==> src/rtl/sevenseg_pkg.sv <==
`default_nettype none
// ============================================================================
// Module      : sevenseg_pkg
// Description : Shared definitions for the seven-segment capture block:
//               capture state encoding and the lit-high (g..a) glyph table
//               for hex digits 0..F.
// Revision    : 1.0 - initial release
// ============================================================================
package sevenseg_pkg;

    // Dwell tracking state of the capture block.
    typedef enum logic [1:0] {
        ST_IDLE   = 2'd0,   // no anode active
        ST_SETTLE = 2'd1,   // one-hot anode, waiting for it to settle
        ST_HELD   = 2'd2    // this dwell has already been captured
    } capture_state_t;

    // Segment patterns, active-high, bit 6 = g ... bit 0 = a.
    // Entry n is the glyph for nibble n (leftmost element is index 15).
    localparam logic [15:0][6:0] c_GLYPHS = {
        7'h71, 7'h79, 7'h5E, 7'h39, 7'h7C, 7'h77, 7'h67, 7'h7F,
        7'h07, 7'h7D, 7'h6D, 7'h66, 7'h4F, 7'h5B, 7'h06, 7'h3F
    };

endpackage
`default_nettype wire

==> src/rtl/sevenseg_glyph_decode.sv <==
`default_nettype none
// ============================================================================
// Module      : sevenseg_glyph_decode
// Description : Combinational lookup of a 7-bit lit-high segment pattern
//               (g..a) back to its hex nibble.
// Ports       : i_pattern [6:0] in  - lit segments, bit 6 = g, bit 0 = a
//               o_hit           out - pattern is one of the 16 hex glyphs
//               o_nibble  [3:0] out - decoded nibble (0 when no hit)
// Revision    : 1.0 - initial release
// ============================================================================
module sevenseg_glyph_decode
    import sevenseg_pkg::*;
(
    input  logic [6:0] i_pattern,
    output logic       o_hit,
    output logic [3:0] o_nibble
);

    // The glyph table has no duplicate entries, so at most one index matches.
    always_comb begin
        o_hit    = 1'b0;
        o_nibble = 4'd0;
        for (int i = 0; i < 16; i++) begin
            if (i_pattern == c_GLYPHS[i]) begin
                o_hit    = 1'b1;
                o_nibble = 4'(i);
            end
        end
    end

endmodule
`default_nettype wire

==> src/rtl/sevenseg_capture.sv <==
`default_nettype none
// ============================================================================
// Module      : sevenseg_capture
// Description : Receive side of an 8-digit multiplexed seven-segment display.
//               Samples the active-low ANODE/CATHODE lines, waits for each
//               one-hot anode dwell to settle, decodes the glyph and, once
//               all eight digits are seen, publishes a complete frame.
// Ports       : clk            in   clock
//               resetn         in   synchronous active-low reset
//               ANODE    [7:0] in   active-low digit select
//               CATHODE  [7:0] in   active-low segments, bit 7 = dp, 6:0 = g..a
//               display [31:0] out  decoded nibbles, digit i in bits 4i+3:4i
//               digit_enable[7:0] out  digit i was lit
//               dp_enable [7:0] out  decimal point of digit i
//               frame_valid    out  one-cycle pulse on output update
//               valid          out  a frame has been published, no timeout since
//               bad_glyph      out  one-cycle pulse: lit pattern not a hex glyph
//               multi_anode    out  one-cycle pulse: more than one anode active
// Revision    : 1.0 - initial release
// ============================================================================
module sevenseg_capture
    import sevenseg_pkg::*;
#(
    parameter int CLOCK_FREQ     = 100000000,
    parameter int SETTLE_CYCLES  = 16,
    parameter int TIMEOUT_CYCLES = 4 * (CLOCK_FREQ / 1000)
) (
    input  logic        clk,
    input  logic        resetn,
    input  logic [7:0]  ANODE,
    input  logic [7:0]  CATHODE,
    output logic [31:0] display,
    output logic [7:0]  digit_enable,
    output logic [7:0]  dp_enable,
    output logic        frame_valid,
    output logic        valid,
    output logic        bad_glyph,
    output logic        multi_anode
);

    localparam int c_SW = (SETTLE_CYCLES > 1) ? $clog2(SETTLE_CYCLES) : 1;
    localparam int c_TW = $clog2(TIMEOUT_CYCLES + 1);
    localparam logic [c_SW-1:0] c_SETTLE_LOAD = c_SW'(SETTLE_CYCLES - 1);
    localparam logic [c_TW-1:0] c_TO_LAST     = c_TW'(TIMEOUT_CYCLES - 1);
    localparam logic [c_TW-1:0] c_TO_MAX      = c_TW'(TIMEOUT_CYCLES);

    logic [7:0]      r_a_q;
    logic [7:0]      r_c_q;
    capture_state_t  r_state;
    logic [c_SW-1:0] r_settle_cnt;
    logic [c_TW-1:0] r_to_cnt;
    logic [7:0]      r_seen;
    logic [7:0][3:0] r_sh_disp;
    logic [7:0]      r_sh_en;
    logic [7:0]      r_sh_dp;
    logic [7:0][3:0] r_display;
    logic [7:0]      r_digit_enable;
    logic [7:0]      r_dp_enable;
    logic            r_frame_valid;
    logic            r_valid;
    logic            r_bad_glyph;
    logic            r_multi_anode;

    logic [7:0] w_new_act;
    logic [7:0] w_act;
    logic [7:0] w_lit;
    logic       w_change;
    logic       w_timeout;
    logic       w_capture;
    logic       w_publish;
    logic [2:0] w_idx;
    logic       w_hit;
    logic [3:0] w_nibble;

    // A change is seen at the edge where a_q takes a new value.
    assign w_new_act = ~ANODE;
    assign w_change  = (ANODE != r_a_q);
    assign w_act     = ~r_a_q;
    assign w_lit     = ~r_c_q;

    // The timeout counter can only reach its limit on an edge with no change.
    assign w_timeout = !w_change && (r_to_cnt == c_TO_LAST);
    assign w_capture = !w_change && !w_timeout && (r_state == ST_SETTLE)
                       && (r_settle_cnt == '0);
    assign w_publish = !w_timeout && (r_seen == 8'hFF);

    // Index of the active digit; only used while act is one-hot.
    always_comb begin
        w_idx = 3'd0;
        for (int i = 0; i < 8; i++) begin
            if (w_act[i]) begin
                w_idx = 3'(i);
            end
        end
    end

    sevenseg_glyph_decode u_glyph_decode (
        .i_pattern (w_lit[6:0]),
        .o_hit     (w_hit),
        .o_nibble  (w_nibble)
    );

    always_ff @(posedge clk) begin
        if (!resetn) begin
            r_a_q          <= 8'hFF;
            r_c_q          <= 8'hFF;
            r_state        <= ST_IDLE;
            r_settle_cnt   <= '0;
            r_to_cnt       <= '0;
            r_seen         <= '0;
            r_sh_disp      <= '0;
            r_sh_en        <= '0;
            r_sh_dp        <= '0;
            r_display      <= '0;
            r_digit_enable <= '0;
            r_dp_enable    <= '0;
            r_frame_valid  <= 1'b0;
            r_valid        <= 1'b0;
            r_bad_glyph    <= 1'b0;
            r_multi_anode  <= 1'b0;
        end else begin
            r_a_q         <= ANODE;
            r_c_q         <= CATHODE;
            r_frame_valid <= 1'b0;
            r_bad_glyph   <= 1'b0;
            r_multi_anode <= 1'b0;

            // Cycles since the last anode change, saturating at the limit.
            if (w_change) begin
                r_to_cnt <= '0;
            end else if (r_to_cnt != c_TO_MAX) begin
                r_to_cnt <= r_to_cnt + 1'b1;
            end

            // Dwell tracking.
            if (w_timeout) begin
                r_state <= ST_IDLE;
                r_valid <= 1'b0;
            end else if (w_change) begin
                if (w_new_act == 8'h00) begin
                    r_state <= ST_IDLE;
                end else if (!$onehot(w_new_act)) begin
                    r_state       <= ST_IDLE;
                    r_multi_anode <= 1'b1;
                end else begin
                    r_state      <= ST_SETTLE;
                    r_settle_cnt <= c_SETTLE_LOAD;
                end
            end else if (r_state == ST_SETTLE) begin
                if (r_settle_cnt == '0) begin
                    r_state <= ST_HELD;
                end else begin
                    r_settle_cnt <= r_settle_cnt - 1'b1;
                end
            end

            // A blank digit (lit == 0) decodes as nibble 0, disabled, no dp.
            if (w_capture) begin
                r_sh_disp[w_idx] <= w_hit ? w_nibble : 4'd0;
                r_sh_en[w_idx]   <= (w_lit != 8'h00);
                r_sh_dp[w_idx]   <= w_lit[7];
                r_bad_glyph      <= (w_lit != 8'h00) && !w_hit;
            end

            if (w_publish) begin
                r_display      <= r_sh_disp;
                r_digit_enable <= r_sh_en;
                r_dp_enable    <= r_sh_dp;
                r_frame_valid  <= 1'b1;
                r_valid        <= 1'b1;
            end

            // Publishing empties the mask before this edge's capture lands.
            if (w_timeout) begin
                r_seen <= '0;
            end else begin
                r_seen <= (w_publish ? 8'h00 : r_seen)
                          | (w_capture ? (8'h01 << w_idx) : 8'h00);
            end
        end
    end

    assign display      = r_display;
    assign digit_enable = r_digit_enable;
    assign dp_enable    = r_dp_enable;
    assign frame_valid  = r_frame_valid;
    assign valid        = r_valid;
    assign bad_glyph    = r_bad_glyph;
    assign multi_anode  = r_multi_anode;

endmodule
`default_nettype wire

==> config.mk <==
export PLATFORM = sky130hd
export DESIGN_NAME = sevenseg_capture
export DESIGN_NICKNAME = d
export VERILOG_FILES = /design/src/rtl/sevenseg_pkg.sv /design/src/rtl/sevenseg_glyph_decode.sv /design/src/rtl/sevenseg_capture.sv
export SDC_FILE = /design/constraint.sdc
export NUM_CORES = 1
export LEC_CHECK = 0
export CAP_MARGIN = 10
export CORE_MARGIN = 5
export CORE_UTILIZATION = 59
export CTS_BUF_LIST = sky130_fd_sc_hd__clkbuf_8
export DETAILED_ROUTE_END_ITERATION = 8
export GPL_TIMING_DRIVEN = 0
export PLACE_DENSITY_LB_ADDON = 0.1
export SYNTH_ARGS = -nofsm -noshare
export SYNTH_HDL_FRONTEND = slang
export SYNTH_HIERARCHICAL = 1
export SYNTH_SLANG_ARGS = --single-unit
==> constraint.sdc <==
create_clock -name clk -period 5.6 [get_ports clk]
set_input_delay 1.4 -clock clk [delete_from_list [all_inputs] [get_ports clk]]
set_output_delay 1.4 -clock clk [all_outputs]
set_load 0.005 [all_outputs]
## Yosys cells after proc, flatten, opt, wreduce, memory -nomap -nowiden

Cells that the tools add are included.

- Flip-flop bits (word level): 149
- Bits in latches: 0
- Memory bits (writable): 0
- Memory bits (read-only): 0
- Output and inout port bits: 52
- Memories: 0

- $add $sub $neg: 9
- $mul: 0
- Divide/modulo/power cells: 0
- $lt $le $gt $ge: 2
- Eq/ne operators: 25
- Shifts and indexed selects: 1
- Multiplexer cells: 62
- Bitwise gates (word level): 7
- Reductions and logical operators: 22

Operators by type and width:

| cell | count |
|---|---|
| == test 7 bit, second input constant | 12 |
| two-way mux 4 bit | 15 |
| bitwise mux 32 bit | 1 |
| two-way mux 3 bit | 10 |
| two-way mux 1 bit | 25 |
| inverter 8 bit | 3 |
| adder 19 x 1 -> 19 bit, second input constant | 1 |
| == test 19 bit, second input constant | 1 |
| != test 19 bit, second input constant | 1 |
| bitwise mux 8 bit | 2 |
| two-way mux 8 bit | 2 |
| == test 7 x 3 -> 1 bit, second input constant | 2 |
| == test 7 x 6 -> 1 bit, second input constant | 2 |
| demux 4 bit (select 3 bit) | 1 |
| two-way mux 2 bit | 5 |
| adder 1 x 1 -> 2 bit | 4 |
| == test 8 bit, second input constant | 1 |
| zero test 8 bit | 1 |
| != test 8 bit | 1 |
| bitwise OR 8 bit | 1 |
| nonzero test 8 bit | 1 |
| left shift 1 x 3 -> 8 bit, first input constant | 1 |
| logical AND 1 bit | 7 |
| adder 2 x 2 -> 3 bit | 2 |
| 17 further kinds | 26 |

## Depth between registers and ports, before layout

- Word-level depth: 20
- Gate-level depth with buffers: 12
- Depth with buffers taken out: 12

## Hierarchy

The synthesis kept the hierarchy.

Modules (own cells, without submodules):

| module | instances | cells each | area an instance (um^2) | sequential area each (um^2) |
|---|---|---|---|---|
| sevenseg_capture | 1 | 683 | 6223.5 | 2982.9 |
| sevenseg_glyph_decode | 1 | 51 | 322.8 | 0.0 |

## Least setup slack after synthesis

Ideal clock, no wire load.

- Path type: input to register
- From: input ANODE[0]
- To: register r_settle_cnt[3]
- Data arrival time: 4254 ps
- Slack: 1260 ps
- Stages: 12
- Buffers on the path: 0
- Cells stage by stage: fa_1 > inv_1 > fa_1 > fa_1 > ha_1 > inv_1 > fa_1 > nor2_1 > nand3_1 > a21oi_1 > o2bb2a_1 > a211oi_1

- Longest elaborated chain between the ends: 7
- Elaborated cells on any way between the ends: 16

RTL lines:

| what | RTL line | RTL |
|---|---|---|
| start: declaration | sevenseg_capture.sv:30 | `input logic [7:0] ANODE,` |
| inverter 8 bit | sevenseg_capture.sv:76 | `assign w_new_act = ~ANODE;` |
| adder 1 x 1 -> 2 bit (not written as such) | sevenseg_capture.sv:142 | `end else if (!$onehot(w_new_act)) begin` |
| adder 2 x 2 -> 3 bit (not written as such) | sevenseg_capture.sv:142 |  |
| adder 3 x 3 -> 4 bit (not written as such) | sevenseg_capture.sv:142 |  |
| == test 4 x 1 -> 1 bit | sevenseg_capture.sv:142 |  |
| != test 2 x 1 -> 1 bit (no line) | -- |  |
| AND reduction 5 bit (no line) | -- |  |
| end signal: assignment | sevenseg_capture.sv:147 | `r_settle_cnt <= c_SETTLE_LOAD;` |
| end signal: assignment | sevenseg_capture.sv:153 | `r_settle_cnt <= r_settle_cnt - 1'b1;` |
| end: declaration | sevenseg_capture.sv:50 | `logic [c_SW-1:0] r_settle_cnt;` |

Parallel ways exist; a longest one is shown, timed or not.
A chain may end at the register's enable or synchronous reset.

## Final worst setup path

Ends and elaborated chain as after synthesis.

==> flow_summary.yaml <==
yosys:
  synth-compound-area-share: 0.144
  synthAdderAreaFrac: 0.0256
  synth-warning-count: 6
  syn_area_um2: 6550
  synthDistinctLibCells: 55
  synthCells: 734
  synthMuxAreaShare: 0.0765
  synthSimpleGateAreaFrac: 0.205
  avgSynthCellArea_um2: 8.92
  synthXorXnorAreaFrac: 0.0361
  synth-seq-area-share: 0.456
  synth_top_family_by_area: "simple AND/OR/NAND/NOR gates"
  synth_seq_cells: 149
  synthesis.nets: 763
global_routing:
  grt_pass1_vias: 5527
  grt_max_degree: 17
  grt_pass1_wl_mm: 25.8
  overflow: 0
  antenna_found_initial: 0
  grt_usage: 0.243
routing:
  drtIter0Drc: 386
  drc: 0
  viasPerCell: 5.67
  drt_pass1_iterations: 5
  wire_per_inst_um: 15.4
  postRouteWirelength_mm: 15.0
  vias: 5530
  ant_nets: 0
timing:
  skew_ns: 0.0105
  fmax_ghz: 0.213
  drv_slew: 0
  worst_pin_slew_ns: 0.720
  setup_viol: 0
  fin_crit_sh: 0.837
  rsz0062_at_grt: "false"
  hold_violations: 0
  hold_ws_ns: 0.462
  finalSetupTns_ns: 0
  fin_crit_ns: 4.69
  maxSlewHeadroom: 0.520
clock_tree:
  ctsResizeCount: 0
  root_buffer: "clkbuf_8"
  cts_tree: "done"
  postCtsHoldBufs: 0
  cts_max_level: 4
  post-cts-setup-buffers: 0
  cts_buffer_depth: 2
  cts_made_buffers: 17
  clk_pin_slew_ns: 0.08
  clock_latency_ns: 0.46
  cts.sinks: 149
critical_path:
  cp-start-kind: "primary input"
  cp_max_fo: 4
  worst_setup_path_end_kind: "flip-flop"
  cp_common_cell: "fa_1"
  critical_path.top_delay_family: "adder cells"
  worst-path-buf-inv: 3
  critPathMaxStageDelay_ns: 0.57
  cp_data_arrival_time_ns: 5.06
  crit_chain: "clkdlybuf4s50_1 > fa_1 > inv_1 > fa_1 > fa_1 > ha_1 > inv_1 > fa_1 > nor2_1 > nand3_1 > a21oi_1 > o2bb2a_1 > a211oi_1"
  cp_slowest_cell: "fa_1"
  critPathKind: "primary input to flip-flop"
  critPathRequiredTime_ns: 5.97
job:
  maxCapViolations: 0
finish:
  antenna_cells: 0
  syn_to_final_growth_pct: 20.0
  drive_above_1_share: 0.0766
  final-seq-area_um2: 2980
  finish.net_count: 851
  multi_input_area_um2: 3190
  fillers: 885
  stdcell_count: 975
placement:
  placed_cells: 942
  dpl.hpwl_mm: 11.2
  routabilityCongestion: 0.839
  port_buffers: 68
die:
  rows: 38
  die_area_um2: 13300
  die_w_um: 115
  coreArea_um2: 10800
  start_util: 0.604
  fp.dieH_um: 115
  io_pins: 70
pwr:
  pwr_density_cell_nw_per_um2: 277
  p_leak_nw: 2.95
  ir_worst_vdd_v: 0.000267
hold_path:
  min_path_type: "flip-flop to flip-flop"
run_status:
  outcome: "finished, final reports clean"
power by group:
group | internal, mW | total, mW | switching [mW] | leakage, nW
Clock | 0.527 | 0.908 | 0.381 | 0.234
Sequential | 1.08 | 1.09 | 0.0134 | 1.21
Combinational | 0.0802 | 0.178 | 0.0976 | 1.51
final timing paths:
check	startpoint	endpoint	slack (ns)	cells past startpoint
max reg2reg	r_to_cnt[1]	display[0]	2.82	8
min	r_sh_disp[25]	r_sh_disp[25]	0.46	2
max	ANODE[0]	r_settle_cnt[3]	0.91	13
min reg2reg	r_sh_disp[25]	r_sh_disp[25]	0.46	2
metrics by stage:
stage | util | area [um^2] | worst slack (ns) | power, mW
after global placement | 0.683 | 7400 | 0.553 | 1.28
after floorplan | - | 6550 | 1.26 | 1.24
final | 0.724 | 7850 | 0.912 | 2.18
after CTS | 0.724 | 7850 | 0.935 | 2.19
after global routing | 0.724 | 7850 | 0.651 | 2.26
after detailed placement | 0.683 | 7400 | 0.448 | 1.29
cells in the final DEF (no fill, tap or decap), types with 3 or more instances in the layout:
| cell | instances |
|---|---|
| nand2_1 | 77 |
| nor4_1 | 5 |
| nor3_1 | 12 |
| nand3_1 | 69 |
| clkbuf_8 | 21 |
| ha_1 | 7 |
| or3_1 | 6 |
| buf_1 | 4 |
| nor2b_1 | 3 |
| clkdlybuf4s50_1 | 68 |
| xor2_1 | 7 |
| xnor2_1 | 20 |
| nand4_1 | 15 |
| a21boi_0 | 43 |
| nor2_1 | 35 |
| clkinv_2 | 4 |
| and4_1 | 3 |
| o31ai_1 | 3 |
| a211oi_1 | 4 |
| dfxtp_1 | 149 |
| or2_2 | 3 |
| a21boi_1 | 6 |
| fa_1 | 4 |
| inv_1 | 32 |
| nand2b_1 | 15 |
| mux2i_1 | 50 |
| buf_2 | 14 |
| clkbuf_1 | 34 |
| bufinv_16 | 4 |
| o21ai_0 | 61 |
| a21oi_1 | 16 |
| buf_6 | 3 |
cells by family (layout without fill, tap and decap cells):
logic type      Yosys count  after routing
flops                   149            149
simple gates            262            262
mux                      50             50
compound gates          148            148
xor+xnor                 27             27
buf+inv                  87            188
fa+ha+maj                11             11
per-layer routing:
metal	vias up	global-route usage	routed length (um)
li1	2712	-	-
met1	2633	0.298	6440
met2	160	0.408	7440
met3	25	0.0721	827
met4	0	0.0837	293
met5	-	0	0
flip-flops by register name (all words and copies together) (netlist names), 2 cells and up:
name / count
digit_enable: 8
r_state: 2
r_sh_en: 8
r_sh_disp: 32
display: 32
r_to_cnt: 19
r_c_q: 8
r_settle_cnt: 4
r_sh_dp: 8
r_seen: 8
dp_enable: 8
r_a_q: 8
cells in the mapped netlist, drive strengths merged:
library cell	number	area share
o2bb2a	1	0.0015
o21a	1	0.0011
nand2b	15	0.014
or4	4	0.0057
ha	7	0.013
nand3	69	0.053
mux2i	50	0.076
o21ai	62	0.047
nand3b	1	0.0011
nor3b	2	0.0040
a21oi	16	0.012
nand4b	1	0.0013
inv	30	0.017
xor2	7	0.0094
fa	4	0.012
nor3	12	0.0092
and3	1	0.00096
a211oi	5	0.0065
xnor2	20	0.027
clkbuf	34	0.019
nor4	6	0.0080
nor4b	1	0.0013
nand2	77	0.044
o211ai	2	0.0023
o211a	1	0.0015
o31ai	3	0.0034
a2111o	2	0.0034
a21boi	49	0.056
or3	7	0.0075
o2111ai	1	0.0023
or2	4	0.0038
or3b	3	0.0044
nor2	35	0.020
o22ai	2	0.0019
a31oi	2	0.0019
nor2b	3	0.0029
dfxtp	149	0.46
buf	23	0.020
nand4bb	2	0.0034
and3b	1	0.0013
and4	3	0.0040
nand4	15	0.014
o32ai	1	0.0025
tightest hold or removal path, stage by stage, from the launching register on:
cell and delay (ns):
dfxtp_1 0.31, nand2_1 0.05, mux2i_1 0.05
cell type report:
type                    count  area share
repair buffers             69      0.0876
clock buffers              21      0.0368
multi-input cells         498       0.406
clock inverters            11      0.0198
inverters                  30      0.0143
well taps                 140      0.0223
plain buffers              57      0.0333
flip-flops and latches    149       0.380
Power figures use the tool's default switching activity.
